## src/rtl/checkpoint_monitor.sv

```systemverilog
// rtl/checkpoint_monitor.sv - ordered signature-sequence progress monitor
//
// Purpose: watches a status bus for an ordered sequence of up to NUM_CHK
// signature codes and reports pass, fail (timeout / skipped checkpoint)
// with a cycle budget, glitch filtering and progress readback.
//
// Optional feature macro: CHKMON_STRICT_EN
//   defined   - a stable, unconsumed bus value equal to a later checkpoint
//               of the active sequence fails the run with code 2'b10.
//   undefined - only sig[idx] is considered; other values are ignored.
//
// Ports:
//   clock        single clock domain
//   resetb       asynchronous active-low reset
//   start_i      one-cycle pulse, arms the monitor from IDLE
//   clear_i      synchronous return to IDLE from any state
//   num_i        active checkpoint count, 0..NUM_CHK
//   sig_i        packed signatures, sig[k] = sig_i[k*WIDTH +: WIDTH]
//   timeout_i    cycle budget, 0 disables the timeout
//   mon_i        monitored bus (may glitch)
//   busy_o       high while ARMED
//   pass_o       high in PASS
//   fail_o       high in FAIL
//   fail_code_o  00 none, 01 timeout, 10 skipped checkpoint
//   idx_o        checkpoints matched so far
//   elapsed_o    cycles spent in ARMED, frozen in PASS/FAIL
module checkpoint_monitor #(
  parameter int WIDTH         = 16,
  parameter int NUM_CHK       = 4,
  parameter int STABLE_CYCLES = 2,
  parameter int TIMER_W       = 24
) (
  input  logic                          clock,
  input  logic                          resetb,
  input  logic                          start_i,
  input  logic                          clear_i,
  input  logic [$clog2(NUM_CHK+1)-1:0]  num_i,
  input  logic [NUM_CHK*WIDTH-1:0]      sig_i,
  input  logic [TIMER_W-1:0]            timeout_i,
  input  logic [WIDTH-1:0]              mon_i,
  output logic                          busy_o,
  output logic                          pass_o,
  output logic                          fail_o,
  output logic [1:0]                    fail_code_o,
  output logic [$clog2(NUM_CHK+1)-1:0]  idx_o,
  output logic [TIMER_W-1:0]            elapsed_o
);

  localparam int IW = $clog2(NUM_CHK + 1);
  localparam int RW = $clog2(STABLE_CYCLES + 1);

  typedef enum logic [1:0] {
    IDLE  = 2'd0,
    ARMED = 2'd1,
    PASS  = 2'd2,
    FAIL  = 2'd3
  } state_t;

  state_t             state_q, state_d;
  logic [WIDTH-1:0]   mon_q;
  logic [RW-1:0]      run_q, run_d;
  logic               consumed_q, consumed_d;
  logic [IW-1:0]      idx_q, idx_d;
  logic [TIMER_W-1:0] timer_q, timer_d;
  logic [1:0]         code_q, code_d;

  logic [WIDTH-1:0]   cur_sig;
  logic               mon_change;
  logic               stable;
  logic               hit;
  logic               timeout_hit;
  logic               skip;

  assign mon_change = (mon_i != mon_q);

  // A value counts only once it has been held long enough and has not
  // already produced a hit; consumption lasts until the bus changes.
  assign stable = (run_q == RW'(STABLE_CYCLES)) && !consumed_q;

  always_comb begin
    cur_sig = '0;
    for (int k = 0; k < NUM_CHK; k++) begin
      if (idx_q == IW'(k)) cur_sig = sig_i[k*WIDTH +: WIDTH];
    end
  end

  assign hit = (state_q == ARMED) && stable && (idx_q < num_i) && (mon_q == cur_sig);

  // ">=" rather than "==" so a timeout deferred by a simultaneous hit
  // still fires on the following cycle.
  assign timeout_hit = (timeout_i != '0) &&
                       (({1'b0, timer_q} + {{TIMER_W{1'b0}}, 1'b1}) >= {1'b0, timeout_i});

`ifdef CHKMON_STRICT_EN
  always_comb begin
    skip = 1'b0;
    for (int j = 0; j < NUM_CHK; j++) begin
      if ((IW'(j) > idx_q) && (IW'(j) < num_i) && (mon_q == sig_i[j*WIDTH +: WIDTH])) begin
        skip = 1'b1;
      end
    end
    skip = skip && stable && (state_q == ARMED);
  end
`else
  assign skip = 1'b0;
`endif

  always_comb begin
    state_d = state_q;
    idx_d   = idx_q;
    timer_d = timer_q;
    code_d  = code_q;
    run_d   = mon_change ? RW'(1) :
              (run_q == RW'(STABLE_CYCLES)) ? run_q : run_q + RW'(1);
    if (mon_change)  consumed_d = 1'b0;
    else if (hit)    consumed_d = 1'b1;
    else             consumed_d = consumed_q;

    if (clear_i) begin
      state_d = IDLE;
      idx_d   = '0;
      timer_d = '0;
      code_d  = 2'b00;
    end else begin
      case (state_q)
        IDLE: begin
          if (start_i) begin
            idx_d      = '0;
            timer_d    = '0;
            code_d     = 2'b00;
            consumed_d = 1'b0;
            state_d    = (num_i == '0) ? PASS : ARMED;
          end
        end
        ARMED: begin
          timer_d = (&timer_q) ? timer_q : timer_q + TIMER_W'(1);
          if (hit) begin
            idx_d = idx_q + IW'(1);
            if ((idx_q + IW'(1)) == num_i) state_d = PASS;
          end else if (timeout_hit) begin
            state_d = FAIL;
            code_d  = 2'b01;
          end else if (skip) begin
            state_d = FAIL;
            code_d  = 2'b10;
          end
        end
        default: ;
      endcase
    end
  end

  always_ff @(posedge clock or negedge resetb) begin
    if (!resetb) begin
      state_q    <= IDLE;
      mon_q      <= '0;
      run_q      <= '0;
      consumed_q <= 1'b0;
      idx_q      <= '0;
      timer_q    <= '0;
      code_q     <= 2'b00;
    end else begin
      state_q    <= state_d;
      mon_q      <= mon_i;
      run_q      <= run_d;
      consumed_q <= consumed_d;
      idx_q      <= idx_d;
      timer_q    <= timer_d;
      code_q     <= code_d;
    end
  end

  assign busy_o      = (state_q == ARMED);
  assign pass_o      = (state_q == PASS);
  assign fail_o      = (state_q == FAIL);
  assign fail_code_o = code_q;
  assign idx_o       = idx_q;
  assign elapsed_o   = timer_q;

endmodule

```

## config.mk

```make
export PLATFORM = sky130hd
export DESIGN_NAME = checkpoint_monitor
export DESIGN_NICKNAME = d
export VERILOG_FILES = /design/src/rtl/checkpoint_monitor.sv
export SDC_FILE = /design/constraint.sdc
export NUM_CORES = 1
export LEC_CHECK = 0
export CORE_ASPECT_RATIO = 0.7
export CORE_MARGIN = 1
export CORE_UTILIZATION = 43
export CTS_CLUSTER_SIZE = 30
export DETAILED_ROUTE_END_ITERATION = 6
export HOLD_SLACK_MARGIN = 0.03
export PLACE_DENSITY = 0.79
export SYNTH_ARGS = -nofsm -noshare
export SYNTH_HDL_FRONTEND = slang
export SYNTH_SLANG_ARGS = --single-unit
export TNS_END_PERCENT = 5
```

## constraint.sdc

```tcl
create_clock -name clock -period 3.45 [get_ports clock]
set_clock_uncertainty 0.05 [all_clocks]
set_input_delay 0.69 -clock clock [delete_from_list [all_inputs] [get_ports clock]]
set_output_delay 0.69 -clock clock [all_outputs]
set_load 0.005 [all_outputs]
```

### Word level (Yosys, flattened, before mapping)

Cells that the tools add are included.

* register bits: 50
* bits in latches: 0
* memory bits (writable): 0
* memory bits (read-only): 0
* input bits: 111
* logic and storage cells: 78
* memories kept: 0

* add/subtract/negate cells: 4
* multiply operators: 0
* div/mod/pow operators: 0
* order comparisons: 2
* equal/unequal tests: 18
* shifts and indexed selects: 0
* multiplexer cells: 31
* bitwise gates (word level): 0
* reductions and logical operators: 16

Operator list (number)
* $mux W24: 3
* $mux W16: 4
* $pmux W24 S2: 1
* $add A24 B1 Y25 const B: 1
* $ge A25 B24 Y1: 1
* $add A24 B1 Y24 const B: 1
* $mux W2: 12
* $reduce_and A24 Y1: 1
* $reduce_bool A24 Y1: 1
* $eq A16 B16 Y1: 1
* $ne A16 B16 Y1: 1
* $mux W3: 3
* $ne A3 B3 Y1 const B: 3
* $pmux W2 S2: 2
* $reduce_and A4 Y1: 2
* $eq A2 B2 Y1 const B: 3
* $eq A3 B2 Y1 const B: 2
* $logic_not A3 Y1: 2
* $ne A3 B2 Y1 const B: 2
* $pmux W3 S2: 1
* $reduce_and A3 Y1: 2
* $logic_and A1 B1 Y1: 5
* $mux W1: 5
* $ne A4 B2 Y1 const B: 1
* 11 further kinds: 11

### Logic depth before layout (Yosys ltp)

Gate-level depths: netlist of run 1.

* word-level depth: 12
* mapped depth: 15
* gate-level depth less buffers: 15

### Worst setup path after synthesis of run 1

Ideal clock, no wire load.

* path type: flip-flop to flip-flop
* from: register timer_q[2], in the netlist elapsed_o[2]
* to: register state_q[1]
* library setup time: 0.126 ns
* arrival time: 3.462 ns
* required time: 3.274 ns
* slack: -0.188 ns
* stages on the path, launching flop included: 15
* clock period less this slack: 3.638 ns
* path through: dfrtp_1 -> nand3_1 -> or4_4 -> nor3_1 -> nand3_1 -> nor2_1 -> xor2_1 -> ha_1 -> nor2b_1 -> o21ai_0 -> nand2_1 -> a211o_1 -> o22ai_1 -> a211oi_2 -> a221o_1

* longest elaborated chain between the ends: 5

Ends and longest elaborated chain
* start, declared: RTL line 64 `logic [TIMER_W-1:0] timer_q, timer_d;`
* start signal, assigned: RTL line 168 `timer_q <= timer_d;`
* $add A24 B1 Y25: RTL line 92 `(({1'b0, timer_q} + {{TIMER_W{1'b0}}, 1'b1}) >= {1'b0, timeout_i});`
* $ge A25 B24 Y1: RTL line 92
* $logic_and A1 B1 Y1: RTL line 91 `assign timeout_hit = (timeout_i != '0) &&`
* $ne A4 B2 Y1 (no line)
* $reduce_and A4 Y1 (no line)
* end signal, assigned: RTL line 163 `state_q <= state_d;`
* end, declared: RTL line 59 `state_t state_q, state_d;`

Every way passes these cells.
A chain may end at the register's enable or synchronous reset.

### Final worst setup path of run 1

* from: register timer_q[8], in the netlist elapsed_o[8]
* to: register state_q[1]

The elaborated chain is that of the path after synthesis.

==> impl_results.md, run 1 <==
* Core outline area at 0.00983 mm2
* Bufs and invs on worst path at 0
* Post-DP HPWL at 11900 um
* Total clock sinks at 49
* Placed cells at 806
* Minimum clock period at 3.38 ns
* Outcome: finished clean
* Layout cell share with drive strength beyond 1 at between 10% and 20%
* Reg-to-reg startpoint: elapsed_o[8]$_DFFE_PN0P_
* Mapped Cells at 522
* Ant diodes at 0
* Critical Path End Type: flop
* Via count at 4775
* Initial antenna violation count at 0
* Clock Tree Root: clkbuf_16
* Htree depth at 2
* Peak VDD IR at 0.197 mV
* Final setup vio count at 0
* Post-synth top area share at roughly 28%
* CP delay by family, top: simple AND/OR/NAND/NOR gates
* GRT Residual Overflow at 0
* Slew Limit Fails at 0
* Most common cell after layout, fill and taps aside: clkdlybuf4s50_1
* Async SR Flop Fraction at 100%
* Placed Instance Area at approximately 0.0062 mm2
* Main synth FF type: dfrtp_1
* Tcrit/Tclk final at 97.9%
* Vias/cell at 5.84
* P_leak at 0.00287 uW
* Final Non-Filler Cells at 818
* Slew HR at 46.0%
* R2R Path End: state_q[1]$_DFFE_PN0P_
* Port bufs at 141
* Sequential cell area fraction in the yosys report at 27.8%
* Startpoint types: flop
* Nets at around 830
* Most frequent cells in the layout: 140 x clkdlybuf4s50_1, 49 x dfrtp_1, 44 x inv_1
* Mapped Nets at about 670
* CP peak stage delay at 0.58 ns
* Gpl congestion at 0.954
* Max cap viols at 0
* CP max stage cell: or4_4
* Largest area contributor in the netlist: dfrtp_1
* EDFF count, synth at 0
* Maximum fanout along the worst path at 4
* Fillers at 824
* Clock buffer count from CTS at 5
* CP Data Arrival Time at 3.51 ns
* TritonRoute pass-1 iters at 6
* Synth warn at 0
* Fin. Hold Viols at 0
* Cell variety after synth at 67
* Die area at 0.0107 mm2
* Vias in the first global route at around 4500
* CP cell instances: nand3_2 > or4_4 > nor3_4 > nand3_2 > nor2_4 > xor2_1 > ha_1 > nor2b_1 > o21ai_1 > nand2_1 > a211o_1 > o22ai_2 > a211oi_2 > a221o_1
* Clk_lat worst skew at 0.30 ns
* Slew @ Worst Pin at 0.809 ns
* R2R Setup Slk at 0.07 ns
* Most used cell, CP: nand3_2
* IO Pins at 143
* CTS tree: yes
* Clk slew on worst S/H paths at ~0.070 ns
* Post-route design area at 0.00642 mm2
* Critical path class: flop to flop
* Largest net degree at the start of global routing at 35
* DRT iter0 DRCs at 547
* Worst Path Required at 3.59 ns
* Power density cells at 242 mW/mm2
* Register area at 0.00123 mm2
* Antenna Violating Nets Remaining at 0
* Maximum root-to-sink buffer count at 2
* Die Span X at 123 um
* Initial core utilization at 44.9%
* Netlist Area Pre-Place at 0.00441 mm2
* Multi-input gate area at 0.00296 mm2
* Routed WL at 14800 um
* RSZ-0062 raised after global routing: yes
* WL/cell at 18.1 um
* Top cells by area, synth: dfrtp_1 28%, ha_1 9.6%, xnor2_1 7.3%
* Post-synthesis register bit count at 49
* Residual DRC at 0
* Worst Hold Class: primary input to asynchronous set/reset pin
* First-pass GRT wire length at 23200 um
* Reg2reg path depth at 14
* P&R area growth vs syn at 45.5%
* Chip height at 86.8 um
* FMAX at between 0.2 and 0.3 GHz
* GRT Overall Usage at ~28%
* Cell Rows at 30
* Avg Inst Size Synth at 8.46 um2
-- metrics by stage --
stage	TNS, ns	total power, uW	worst slack (ns)	hold slack (ns)	util [%]
floorplan	0	761	0.0458	0.344	-
global placement	0	968	0.00775	0.443	62.8
detailed placement	-0.0491	978	-0.0491	0.470	62.8
CTS	0	1560	0.00816	0.464	64.7
global route	-0.114	1620	-0.114	0.483	65.3
finish	0	1550	0.0721	0.416	65.3
-- cells in the mapped netlist, drive strengths merged (3+ instances only) --
| cell type | count |
|---|---|
| o22ai | 4 |
| o21ai | 34 |
| nor3 | 10 |
| a22oi | 5 |
| xor2 | 12 |
| nand2 | 37 |
| or4 | 3 |
| inv | 44 |
| nor4 | 12 |
| o41a | 3 |
| nand3b | 5 |
| ha | 34 |
| nand4 | 11 |
| a221oi | 12 |
| and3 | 6 |
| nor2 | 33 |
| and2 | 3 |
| xnor2 | 37 |
| nand3 | 20 |
| dfrtp | 49 |
| buf | 16 |
| a21oi | 16 |
| a21o | 5 |
| a211oi | 3 |
| nor2b | 23 |
| nand2b | 10 |
| a31oi | 4 |
| o31ai | 6 |
| and4 | 3 |
| a22o | 3 |
| o211ai | 3 |
| mux2i | 4 |
| clkbuf | 9 |
| a32o | 14 |
-- cell type report --
type                            count  area share [%]
Inverter                           44            2.57
Clock inverter                      3           0.721
Tap cell                          128            2.49
Multi-Input combinational cell    404            46.1
Clock buffer                        5            1.95
Timing Repair Buffer              185            27.1
Sequential cell                    49            19.1
-- what timing repair did --
item	in CTS	in global routing
setup buffers	1	3
pin swaps	1	9
gates resized for setup	1	9
hold buffers	0	0
endpoints found under the setup margin	1	2
-- state kept, by name, summed over array words and instances (netlist names) --
| signal | flops |
|---|---|
| state_q | 2 |
| fail_code_o | 1 |
| mon_q | 16 |
| run_q | 2 |
| consumed_q | 1 |
| idx_o | 3 |
| elapsed_o | 24 |
-- layer usage --
metal / GRT usage, % / up-vias / share of wire, %
li1: - / 2237 / -
met1: 41.6 / 2276 / 45
met2: 43.1 / 245 / 45
met3: 5.99 / 17 / 9.2
met4: 4.93 / 0 / 1.0
met5: 0 / - / 0
-- how the worst max path moves through the flow --
stage | end | start | slack, ns | depth (start not counted)
6_report | state_q[1]$_DFFE_PN0P_ | elapsed_o[8]$_DFFE_PN0P_ | 0.07 | 14
5_1_grt | state_q[1]$_DFFE_PN0P_ | elapsed_o[8]$_DFFE_PN0P_ | -0.11 | 15
4_1_cts | state_q[1]$_DFFE_PN0P_ | elapsed_o[8]$_DFFE_PN0P_ | 0.008 | 14
3_5_place_dp | state_q[1]$_DFFE_PN0P_ | elapsed_o[0]$_DFFE_PN0P_ | -0.05 | 15
3_3_place_gp | state_q[1]$_DFFE_PN0P_ | elapsed_o[0]$_DFFE_PN0P_ | 0.008 | 15
2_1_floorplan | state_q[1]$_DFFE_PN0P_ | elapsed_o[2]$_DFFE_PN0P_ | 0.05 | 14
-- power breakdown --
group | switching [uW] | internal, uW | leakage, uW
sequential | 23.7 | 588 | 0.000640
clock | 237 | 344 | 0.0000800
combinational | 157 | 204 | 0.00215
-- kinds of logic (layout without fill, tap and decap cells) --
group                    after synthesis  after routing  synth area share (%)
AO/OA/AOI/OAI                        133            133                  22.4
XOR/XNOR                              49             49                  9.72
adder cells (fa/ha/maj)               34             34                  9.64
buffers and inverters                 69            237                  6.80
flip-flops                            49             49                  27.8
multiplexers                           6              6                  1.42
other                                  1              1                0.0850
AND/OR/NAND/NOR                      181            181                  22.2
No activity file was read; power rests on OpenSTA's default activity.
==> run 2, diff against run 1 <==
- CTS_CLUSTER_DIAMETER: default -> 30
==> results of run 2 <==
The final DEF is identical to that of run 1; final timing and power are the same.
==> run 3, diff against run 2 <==
- CORE_UTILIZATION: 43 -> 51
- PLACE_DENSITY: 0.79 -> 0.88
- clock period: 3.45 -> 3.9 ns (I/O delays scaled with it)
==> run 3 against run 2 <==
  * Fmax fell by 7.2%
  * Utilization grew 9.9 points
  * Worst setup slack gained 0.19 ns
  * Register-to-register slack improved by 0.19 ns
  * Critical path type unchanged
  * Critical endpoint unchanged
==> impl_results.md, run 3 (synthesis gave the netlist of run 1 again) <==
* Final Non-Filler Cells at 756
* Most common cell after layout, fill and taps aside: clkdlybuf4s50_1
* Core outline area at 0.00811 mm2
* CTS tree: yes
* Nets at approximately 800
* DRT iter0 DRCs at 436
* Antenna Violating Nets Remaining at 0
* GRT Residual Overflow at 0
* Cell Rows at 27
* Minimum clock period at roughly 3.6 ns
* Ant diodes at 0
* Power density cells at 225 mW/mm2
* Startpoint types: flop
* Layout cell share with drive strength beyond 1 at between 6 and 7%
* Fin. Hold Viols at 0
* Outcome: finished clean
* Max cap viols at 0
* Final core utilization at 75.2%
* Initial core utilization at 54.4%
* Final setup vio count at 0
* P&R area growth vs syn at 38.1%
* Clock buffer count from CTS at 5
* WL/cell at 19.3 um
* Maximum root-to-sink buffer count at 2
* Vias in the first global route at 4671
* Worst Path Required at 4.03 ns
* Residual DRC at 0
* Maximum fanout along the worst path at 7
* Placed cells at approximately 750
* CP Data Arrival Time at around 3.8 ns
* Setup TNS at 0 ns
* Clock Tree Root: clkbuf_16
* Die Span X at roughly 110 um
* Via count at ~4700
* Slew Limit Fails at 0
* Fillers at 614
* Total clock sinks at 49
* Clk slew on worst S/H paths at 0.07 ns
* Htree depth at 2
* IO Pins at 143
* P_leak at 0.00265 uW
* Gpl congestion at slightly above 0.9
* FMAX at 0.275 GHz
* Largest register FFs at 24
* Vias/cell at 6.25
* Die area at 0.00904 mm2
* Peak VDD IR at 0.172 mV
* Port bufs at 141
* Chip height at 79.8 um
* Slew @ Worst Pin at 1.12 ns
* Critical path class: flop to flop
* Worst Hold Class: flop to flop
* Largest net degree at the start of global routing at 50
* Tcrit/Tclk final at between 90% and 100%
* Hold Buf Count CTS at 0
* RSZ-0062 raised after global routing: no
* Initial antenna violation count at 0
* Routed WL at 14600 um
* Post-DP HPWL at approximately 11000 um
* First-pass GRT wire length at roughly 23000 um
* Most frequent cells in the layout: 140 x clkdlybuf4s50_1, 46 x dfrtp_1, 44 x inv_1
* Slew HR at 25.5%
* TritonRoute pass-1 iters at 5
* Clk_lat worst skew at 0.29 ns
* Critical Path End Type: flop
* GRT Overall Usage at 33.0%
run 3: final timing paths:
kind | from | to | slack (ns) | depth (start not counted)
max | elapsed_o[6]$_DFFE_PN0P_ | state_q[1]$_DFFE_PN0P_ | 0.26 | 14
min | run_q[0]$_DFFE_PN0P_ | run_q[0]$_DFFE_PN0P_ | 0.49 | 2
max reg2reg | elapsed_o[6]$_DFFE_PN0P_ | state_q[1]$_DFFE_PN0P_ | 0.26 | 14
min reg2reg | run_q[0]$_DFFE_PN0P_ | run_q[0]$_DFFE_PN0P_ | 0.49 | 2
max in group asynchronous | resetb | elapsed_o[2]$_DFFE_PN0P_ | 2.41 | 1
min in group asynchronous | resetb | elapsed_o[0]$_DFFE_PN0P_ | 0.65 | 1
run 3: cell type report:
cell class                 instances  area, um2  area share (%)
clock buffer                       7        143            2.34
clock inverter                     1       30.0           0.493
inverter                          44        165            2.71
multi-input combinational        404       2930            48.0
sequential                        49       1230            20.2
tap                              101        126            2.07
timing repair buffer             150       1470            24.2
run 3: stage by stage:
step                      hold WS [ns]  area (um2)  total power [uW]  setup WS, ns
after floorplan                  0.428        4410               673         0.262
after global placement           0.445        5880               844         0.255
after detailed placement         0.465        5880               854        0.0492
after CTS                        0.480        6050              1370        0.0289
after global routing             0.508        6100              1420      0.000653
final                            0.490        6100              1370         0.259
run 3: worst max-delay path, stage by stage (launching register included):
cell	delay, ns
dfrtp_1	0.49
nand3_2	0.18
or4_4	0.49
nor3_4	0.23
nand3_2	0.16
nor2_2	0.21
xor2_2	0.17
ha_1	0.26
nor2b_1	0.14
o21ai_0	0.14
nand2_1	0.07
a211o_1	0.30
o22ai_1	0.21
a211oi_2	0.08
a221o_1	0.33
run 3: power breakdown:
group | leakage (uW) | internal, uW | switching (uW) | total [uW]
clock network | 0.0000841 | 321 | 195 | 516
logic | 0.00193 | 174 | 134 | 308
registers | 0.000635 | 520 | 24.1 | 544
run 3: repair_timing:
action | in CTS | in global routing
setup buffers | 0 | 0
endpoints found under the setup margin | 0 | 2
resized for setup | 0 | 12
run 3: routing by layer:
metal	up-vias	wire length (um)	track usage (%)	share of wire (%)
met2	252	6560	52.0	45
met4	0	255	7.76	1.8
met3	24	1360	8.35	9.3
met5	-	0	0	0
li1	2179	-	-	-
met1	2268	6390	45.3	44
